===== config.mk =====
export PLATFORM = sky130hd
export DESIGN_NAME = seq_event_logger
export DESIGN_NICKNAME = d
export VERILOG_FILES = /design/src/rtl/seq_event_logger.sv
export SDC_FILE = /design/constraint.sdc
export NUM_CORES = 1
export LEC_CHECK = 0
export CORE_MARGIN = 3
export CORE_UTILIZATION = 45
export CTS_CLUSTER_DIAMETER = 150
export DETAILED_ROUTE_END_ITERATION = 7
export GPL_ROUTABILITY_DRIVEN = 0
export PLACE_DENSITY = 0.63
export SLEW_MARGIN = 20
export SYNTH_ARGS = -nofsm -noshare
export SYNTH_HDL_FRONTEND = slang
export SYNTH_SLANG_ARGS = --single-unit

===== constraint.sdc =====
create_clock -name clk -period 4.39 [get_ports clk]
set_input_delay 0.878 -clock clk [delete_from_list [all_inputs] [get_ports clk]]
set_output_delay 0.878 -clock clk [all_outputs]
set_load 0.1 [all_outputs]

===== src/rtl/seq_event_logger.sv =====
// Event logger for the sequence detector's match pulse. Each match is counted and timestamped,
// and is queued in a small FIFO that a consumer drains over a valid/ready interface.
module seq_event_logger #(
  parameter int DEPTH = 4,
  parameter int TS_W  = 16,
  parameter int CNT_W = 8
) (
  input  logic                     clk,
  input  logic                     rst,
  input  logic                     flag,
  input  logic                     clr,
  output logic                     evt_valid,
  input  logic                     evt_ready,
  output logic [TS_W-1:0]          evt_ts,
  output logic [CNT_W-1:0]         match_cnt,
  output logic [CNT_W-1:0]         drop_cnt,
  output logic                     overflow,
  output logic [$clog2(DEPTH):0]   level
);

  localparam int AW = $clog2(DEPTH);
  localparam int PW = AW + 1;
  localparam logic [CNT_W-1:0] CNT_MAX = {CNT_W{1'b1}};

  logic [TS_W-1:0]  ts_q, ts_d;
  logic [PW-1:0]    wr_ptr_q, wr_ptr_d;
  logic [PW-1:0]    rd_ptr_q, rd_ptr_d;
  logic [TS_W-1:0]  mem_q [DEPTH];
  logic [TS_W-1:0]  mem_d [DEPTH];
  logic [CNT_W-1:0] match_cnt_q, match_cnt_d;
  logic [CNT_W-1:0] drop_cnt_q, drop_cnt_d;
  logic             overflow_q, overflow_d;

  logic fifo_empty, fifo_full, pop, push_ok, drop;

  // EMPTY/PARTIAL/FULL are decoded from the pointers; the wrap bit separates full from empty.
  always_comb begin
    fifo_empty = (wr_ptr_q == rd_ptr_q);
    fifo_full  = (wr_ptr_q[AW] != rd_ptr_q[AW]) &&
                 (wr_ptr_q[AW-1:0] == rd_ptr_q[AW-1:0]);
    pop        = !fifo_empty && evt_ready;
    push_ok    = flag && (!fifo_full || pop);
    drop       = flag && fifo_full && !pop;
  end

  always_comb begin
    ts_d        = ts_q + 1'b1;
    wr_ptr_d    = wr_ptr_q;
    rd_ptr_d    = rd_ptr_q;
    mem_d       = mem_q;
    match_cnt_d = match_cnt_q;
    drop_cnt_d  = drop_cnt_q;
    overflow_d  = overflow_q;
    if (clr) begin
      ts_d        = '0;
      wr_ptr_d    = '0;
      rd_ptr_d    = '0;
      match_cnt_d = '0;
      drop_cnt_d  = '0;
      overflow_d  = 1'b0;
    end else begin
      if (push_ok) begin
        mem_d[wr_ptr_q[AW-1:0]] = ts_q;
        wr_ptr_d                = wr_ptr_q + 1'b1;
      end
      if (pop) begin
        rd_ptr_d = rd_ptr_q + 1'b1;
      end
      if (flag && (match_cnt_q != CNT_MAX)) begin
        match_cnt_d = match_cnt_q + 1'b1;
      end
      if (drop) begin
        overflow_d = 1'b1;
        if (drop_cnt_q != CNT_MAX) begin
          drop_cnt_d = drop_cnt_q + 1'b1;
        end
      end
    end
  end

  always_ff @(posedge clk or negedge rst) begin
    if (!rst) begin
      ts_q        <= '0;
      wr_ptr_q    <= '0;
      rd_ptr_q    <= '0;
      match_cnt_q <= '0;
      drop_cnt_q  <= '0;
      overflow_q  <= 1'b0;
      for (int i = 0; i < DEPTH; i++) begin
        mem_q[i] <= '0;
      end
    end else begin
      ts_q        <= ts_d;
      wr_ptr_q    <= wr_ptr_d;
      rd_ptr_q    <= rd_ptr_d;
      match_cnt_q <= match_cnt_d;
      drop_cnt_q  <= drop_cnt_d;
      overflow_q  <= overflow_d;
      mem_q       <= mem_d;
    end
  end

  // Head is read straight from storage, so evt_valid/evt_ts never see evt_ready.
  always_comb begin
    evt_valid = !fifo_empty;
    evt_ts    = mem_q[rd_ptr_q[AW-1:0]];
    match_cnt = match_cnt_q;
    drop_cnt  = drop_cnt_q;
    overflow  = overflow_q;
    level     = wr_ptr_q - rd_ptr_q;
  end

endmodule


After elaboration in Yosys (flattened, before gate mapping) --
Index checks and enable logic that the tools add are counted.
Word-level totals: register bits 103, bits of input ports 5, output and inout port bits 37, logic and storage cells 63
Operators by class: $add $sub $neg 6, $lt $le $gt $ge 3, equal/unequal tests 5, multiplexer cells 18, bitwise gates (word level) 3, reduce and logical (&&, ||, !) cells 18
Operators with widths (count):
- $bwmux 64 | 1
- $mux 16 | 4
- $mux 8 | 5
- $bmux 16 s2 | 1
- $demux 16 s2 | 1
- $add 16x1->16 const B | 1
- $add 8x1->8 const B | 2
- $ne 8x8->1 const B | 2
- $mux 3 | 4
- $reduce_bool 2->1 | 5
- $logic_and 1x1->1 | 7
- $add 3x1->3 const B | 2
- $ge 3x3->1 const B | 2
- $not 2->3 | 2
- $reduce_and 2->1 | 2
- $eq 3x3->1 | 1
- $logic_not 1->1 | 3
- $lt 3x1->1 const B | 1
- $sub 3x3->3 | 1
- $eq 2x2->1 | 1
- $mux 1 | 2
- $logic_or 1x1->1 | 1
- $ne 1x1->1 | 1
- $not 1->1 | 1

Logic depth before layout (Yosys ltp) --
Gate-level depths: netlist of the first run.
depth in word-level cells 7, mapped depth 9, gate-level depth less buffers 6

Worst setup path before layout of the first run --
No wires, ideal clock.
path kind register -> output, from register wr_ptr_q[0], to output level[2], arrival time 2.605 ns, required time 3.512 ns, path slack 0.907 ns, cell stages (with the launch flop) 5, path through dfrtp_1 > inv_1 > ha_1 > fa_1 > xnor2_1
Between the ends: longest elaborated chain between the ends 1
RTL lines:
- from (decl) | line 26 | logic [PW-1:0] wr_ptr_q, wr_ptr_d;
- from (signal assigned) | line 94 | wr_ptr_q <= wr_ptr_d;
- $sub 3x3->3 | line 110 | level = wr_ptr_q - rd_ptr_q;
- to (decl) | line 18 | output logic [$clog2(DEPTH):0] level
Every way passes these cells.

Final worst setup path of the first run --
from register rd_ptr_q[0], to output evt_ts[15]
Between the ends: longest elaborated chain between the ends 4
RTL lines:
- from (decl) | line 27 | logic [PW-1:0] rd_ptr_q, rd_ptr_d;
- from (signal assigned) | line 95 | rd_ptr_q <= rd_ptr_d;
- $not 2->3 (not written as such) | line 106 | evt_ts = mem_q[rd_ptr_q[AW-1:0]];
- $bmux 16 s2 | line 106
- $mux 16 (not written as such) (2 in series) | line 106
- to (decl) | line 14 | output logic [TS_W-1:0] evt_ts,
Every way passes these cells. The select of a mux whose other input is x is not followed.

==> flow_summary.json, run 1 <==
{
  "max_stage_delay_ns": 0.67,
  "numClockSinks": 103,
  "core.rowCount": 37,
  "core_area_um2": 10500,
  "start_to_end_type_of_the_worst_setup_path": "flop to output pin",
  "critical_path.startpoint_type": "flop",
  "netlist_area_um2": 4910,
  "numPortBuffers": 41,
  "fin_nets": 422,
  "firstDrtPassIters": 4,
  "critical-path-top-delay-family": "flip-flops",
  "grt_start_max_net_pins": 74,
  "post_dp_cell_area_um2": 5330,
  "worstSkewPairLatency_ns": 0.38,
  "multi_input_comb_area_um2": 2150,
  "die_w_um": 111,
  "wirelength_met1_mm": 4.37,
  "timing.critical_path.slowest_stage_cell": "dfrtp_1",
  "worst-slew-pin-transition_ns": 0.982,
  "period_needed_ns": 3.09,
  "endpoint_kind": "output pin",
  "vdd.ir_drop.worst_uv": 289,
  "postCtsSetupBuffers": 0,
  "ios": 42,
  "power.density_nw_per_um2": 369,
  "reg2reg_setup_slack_ns": 2.06,
  "timing.final.max_slew_violations": 0,
  "dpl.cell_count": 531,
  "first_global_vias": 3180,
  "die_height_um": 111,
  "synthesis.yosys.warnings": 0,
  "layout.cells.non_filler": 547,
  "synth_cells": 370,
  "run_status": "complete, no violations",
  "floorplan.initialDensity_pct": 47.0,
  "yosys-top-cells-area": "dfrtp_1 52%, mux2_2 15%, mux4_2 7.3%, ha_1 2.5%, nor2_1 2.1%",
  "cts_buffers": 9,
  "finalSetupViolations": 0,
  "ctsLongestPathBuffers": 2,
  "crit_start": "rd_ptr_q[0]",
  "drt_first_iter_violations": 93,
  "hpwl_mm": 5.98,
  "critical-path-top-cell-by-count": "buf_4",
  "timing.max_slew.rel_slack_pct": 34.3,
  "hp-class": "flop to flop",
  "cp_data_arrival_time_ns": 2.21,
  "final.setup_skew_ns": 0.0138,
  "grt_pass1_wl_mm": 16.1,
  "ys_ff_latch": 103,
  "drc_errors": 0,
  "fin_tns_setup_ns": 0,
  "p_leak_uw": 0.00257,
  "seq_area_frac_synth_pct": 52.4,
  "area_growth_syn_to_layout_pct": 12.1,
  "most_used_cells_in_the_layout_excluding_fill_and_tap_cells": "103 x dfrtp_1, 65 x mux2_2, 27 x nor2_1",
  "groute.usage.overall_pct": 16.3,
  "cp_num_cells": 3,
  "crit_path_max_fanout": 11,
  "worstHoldStart": "mem_q[13]",
  "post-route-period-util_pct": 70.5,
  "seq_area_um2": 2580,
  "r2r.worst_path.cells": 6,
  "mostFrequentLayoutCell": "dfrtp_1",
  "rsz0062_at_grt": "no",
  "timing.critical_path.required_ns": 3.51,
  "wl_met3_um": 465,
  "netlist.area_leader.share_pct": 52.4,
  "antenna_found_initial": 0,
  "htreeDepth": 3,
  "path_buf_inv": 2,
  "final_design_area_no_fill_um2": 5510,
  "setup.worst_path.end": "evt_ts[15]",
  "cp_cell_sequence": "buf_4 -> mux4_2 -> buf_4",
  "synth.net_count": 386,
  "clock-root-buffer": "clkbuf_8",
  "post_cts_hold_buffer_count": 0,
  "syn-mean-instance-area_um2": 13.3,
  "insertedDiodeCount": 0,
  "timing.rr.end": "mem_q[58]",
  "max_cap_violations": 0,
  "clk_transition_reported_paths_ns": 0.09,
  "tritoncts": "yes",
  "startpoint_of_the_most_critical_register_to_register_path": "rd_ptr_q[1]",
  "drt-total-wl_mm": 9.34,
  "drive_gt1_share_pct": 31.1,
  "synth.largest_area_cell": "dfrtp_1",
  "drt.antenna.violating_nets": 0,
  "hold_viol": 0,
  "clock.fmax_mhz": 323,
  "grt_overflow": 0,
  "die_area_um2": 12200,
  "post_cts.resized_instances": 0,
  "post_drt_wl_per_cell_um": 17.1,
  "post_synth_num_cell_types": 39,
  "wl_met2_mm": 4.41,
  "final.fill_count": 922,
  "routed-via-count": 2974,
  "route.detailed.vias_per_inst": 5.44,
  "highest_layer": "met4"
}
[worst register-to-register path: stages, from the launching register on]
cell     delay (ns)
dfrtp_1        0.63
inv_1          0.09
ha_1           0.33
nand2_1        0.13
o311a_4        0.39
nand2_4        0.27
mux2_2         0.39
[report_power, final]
group	switching, uW	internal (uW)	total [uW]
logic	316	131	446
registers	36.1	982	1020
clock network	329	240	569
total	681	1350	2030
[how the worst min path moves through the flow]
stage	to	slack, ns	cells after the start
2_1_floorplan	mem_q[16]	0.47	1
3_3_place_gp	mem_q[47]	0.48	1
3_5_place_dp	mem_q[24]	0.49	1
4_1_cts	mem_q[13]	0.51	1
5_1_grt	mem_q[23]	0.52	1
6_report	mem_q[13]	0.51	1
[cell usage after synthesis (all sizes together)]
library cell and n:
o41ai 2, inv 11, nand2 12, nor4 4, or4 2, dfrtp 103, nor2 27, and2 3
a311oi 3, clkbuf 9, or3 3, nand3 12, mux2 65, and3 3, nand2b 1, fa 1
nand4 6, a21oi 12, o311ai 3, o31ai 3, xor2 10, mux2i 3, xnor2 12, nor3 6
buf 11, o21ai 7, o211ai 2, a31oi 1, o311a 1, ha 10, nand4b 1, or3b 1
nor2b 3, a41oi 1, mux4 16
[area by class of cell]
cell class,instances,share of cell area (%)
Sequential cell,103,46.8
Multi-Input combinational cell,236,39.0
Timing Repair Buffer,45,7.04
Tap cell,136,3.09
Clock buffer,12,2.82
Inverter,11,0.749
Clock inverter,4,0.500
[per-stage QoR]
stage / total power [uW] / hold slack [ns] / setup WS [ns] / utilization, %
2_1_floorplan: 1390 / 0.474 / 0.907 / -
6_report: 2030 / 0.506 / 1.30 / 52.7
4_1_cts: 2060 / 0.512 / 1.23 / 52.7
3_5_place_dp: 1490 / 0.489 / 1.48 / 50.9
5_1_grt: 2120 / 0.524 / 1.18 / 52.7
3_3_place_gp: 1490 / 0.482 / 1.51 / 50.9
[flip-flops by register name, summed over array words and instances, names as in the netlist]
register   cells
overflow       1
wr_ptr_q       3
rd_ptr_q       3
drop_cnt       8
ts_q          16
mem_q         64
match_cnt      8
[per-layer routing]
layer	up-vias	global-route usage, %
met5	-	0
met4	0	3.94
met3	9	5.21
met2	63	25.8
met1	1488	21.9
li1	1414	-
[cells by family after synthesis]
kind of cell	share of synthesized area (%)
DFF	52.4
muxes	22.8
xor gates and xnor gates	4.07
buffers and inverters	3.82
adders and majority gates	2.95
and+or+nand+nor	9.01
AOI/OAI and AO/OA	4.86
(Power assumes the default switching activity.)
==> run 2, diff against run 1 <==
==> constraint.sdc (replaced) <==
create_clock -name clk -period 3.15 [get_ports clk]
set_input_delay 0.63 -clock clk [delete_from_list [all_inputs] [get_ports clk]]
set_output_delay 0.63 -clock clk [all_outputs]
set_load 0.1 [all_outputs]
==> run 2 against run 1 <==
Against the previous run: combinational power grew 66%; wire length grew 2.2%; sequential cell count is the same; largest power group unchanged; sequential share of layout area shrank 2.3 points; global-route usage grew 0.31 points; core utilization grew 2.7 points; final cell count grew 0.18%; die area is the same; via count grew 3.0%; count of clock-buffer cells in the layout shrank 2; sequential power grew 39%.
==> flow_summary.json, run 2 (same netlist as run 1, synthesis figures left out) <==
{
  "run_status": "complete, no violations",
  "worstSkewPairLatency_ns": 0.36,
  "area_growth_syn_to_layout_pct": 17.8,
  "firstDrtPassIters": 4,
  "layout.cells.non_filler": 548,
  "post-place-ws_ns": 0.511,
  "finalSetupViolations": 0,
  "grt_overflow": 0,
  "clk_transition_reported_paths_ns": 0.10,
  "critical-path-top-delay-family": "flip-flops",
  "ctsLongestPathBuffers": 2,
  "most_used_cells_in_the_layout_excluding_fill_and_tap_cells": "103 x dfrtp_1, 65 x mux2_2, 27 x nor2_1",
  "drc_errors": 0,
  "seq_area_um2": 2580,
  "endpoint_kind": "output pin",
  "post_cts_hold_buffer_count": 0,
  "p_leak_uw": 0.00270,
  "reg2reg_setup_slack_ns": 0.72,
  "post_dp_cell_area_um2": 5560,
  "rsz0062_at_grt": "no",
  "htreeDepth": 3,
  "numClockSinks": 103,
  "fin_tns_setup_ns": 0,
  "power.density_nw_per_um2": 535,
  "timing.critical_path.slowest_stage_cell": "dfrtp_1",
  "clock-root-buffer": "clkbuf_8",
  "drt-total-wl_mm": 9.55,
  "die_w_um": 111,
  "period_needed_ns": 2.71,
  "insertedDiodeCount": 0,
  "core.rowCount": 37,
  "cp_data_arrival_time_ns": 2.08,
  "vdd.ir_drop.worst_uv": 525,
  "drt_first_iter_violations": 95,
  "groute.usage.overall_pct": 16.6,
  "timing.max_slew.rel_slack_pct": 47.6,
  "biggestRegsByFlops": "mem_q (64), ts_q (16)",
  "mostFrequentLayoutCell": "dfrtp_1",
  "tritoncts": "yes",
  "post-route-period-util_pct": 86.0,
  "r2r.worst_path.cells": 6,
  "largest-register": "mem_q",
  "grt_start_max_net_pins": 69,
  "numPortBuffers": 41,
  "routed-via-count": 3063,
  "timing.critical_path.required_ns": 2.52,
  "core_area_um2": 10500,
  "crit_path_max_fanout": 8,
  "start_to_end_type_of_the_worst_setup_path": "flop to output pin",
  "final.setup_skew_ns": 0.0161,
  "fin_nets": 423,
  "die_area_um2": 12200,
  "timing.final.max_slew_violations": 0,
  "post_cts.resized_instances": 0,
  "max_stage_delay_ns": 0.66,
  "hold_viol": 0,
  "max_cap_violations": 0,
  "hpwl_mm": 6.17,
  "hp-class": "input port to async pin",
  "timing.rr.end": "mem_q[55]",
  "dpl.cell_count": 532,
  "final.fill_count": 913,
  "post-route-worst-setup-slack_ns": 0.442,
  "antenna_found_initial": 0,
  "first_global_vias": 3242,
  "critical_path.startpoint_type": "flop",
  "drive_gt1_share_pct": 35.9,
  "post_drt_wl_per_cell_um": 17.4,
  "grt_pass1_wl_mm": 16.8,
  "cp_cell_sequence": "buf_4 -> mux4_2 -> buf_12",
  "ios": 42,
  "drt.antenna.violating_nets": 0,
  "max_reg_flops": 64,
  "die_height_um": 111,
  "cts_buffers": 9,
  "worst-slew-pin-transition_ns": 0.780,
  "floorplan.initialDensity_pct": 47.0,
  "path_buf_inv": 2,
  "startpoint_of_the_most_critical_register_to_register_path": "rd_ptr_q[1]",
  "route.detailed.vias_per_inst": 5.59,
  "multi_input_comb_area_um2": 2160,
  "final_design_area_no_fill_um2": 5790,
  "postCtsSetupBuffers": 0,
  "crit_start": "rd_ptr_q[0]",
  "clock.fmax_mhz": 369
}
run 2: changes by cell type in the layout (fill, tap and decap cells not counted), sizes merged:
cell / previous run / this run
clkdlybuf4s50: 20 / 3
bufinv: 0 / 2
clkinvlp: 0 / 1
clkinv: 2 / 1
clkbuf: 12 / 10
buf: 25 / 43
run 2: worst max-delay path by stage:
stage	endpoint	depth (start not counted)
finish	evt_ts[15]	3
detailed placement	drop_cnt[6]	5
CTS	evt_ts[15]	3
floorplan	evt_valid	5
global route	evt_ts[15]	3
global placement	drop_cnt[6]	5
run 2: area by class of cell:
cell class / count / area share [%]
Clock buffer: 10 / 2.38
Timing Repair Buffer: 46 / 10.6
Sequential cell: 103 / 44.5
Tap cell: 136 / 2.94
Clock inverter: 6 / 1.56
Multi-Input combinational cell: 236 / 37.3
Inverter: 11 / 0.713
run 2: worst register-to-register path, stage by stage (launching register included):
cell     delay, ns
dfrtp_1       0.69
inv_1         0.09
ha_1          0.34
nand2_1       0.13
o311a_4       0.40
nand2_4       0.27
mux2_2        0.38
run 2: stage by stage:
| stage | utilization (%) | hold WS (ns) | power [uW] |
|---|---|---|---|
| after floorplan | - | 0.334 | 1940 |
| after global placement | 53.2 | 0.482 | 2190 |
| after detailed placement | 53.2 | 0.492 | 2190 |
| after CTS | 55.3 | 0.233 | 3140 |
| after global routing | 55.3 | 0.248 | 3240 |
| final | 55.3 | 0.226 | 3100 |
run 2: power breakdown:
| part | internal (uW) | switching (uW) |
|---|---|---|
| combinational | 274 | 467 |
| clock | 474 | 462 |
| sequential | 1370 | 50.7 |
| total | 2120 | 980 |
run 2: per-layer routing:
layer,vias up,GRT usage [%],routed length (um)
met5,-,0,0
met4,0,4.68,119
met3,13,3.18,410
met2,74,26.5,4540
met1,1563,23.3,4480
li1,1413,-,-
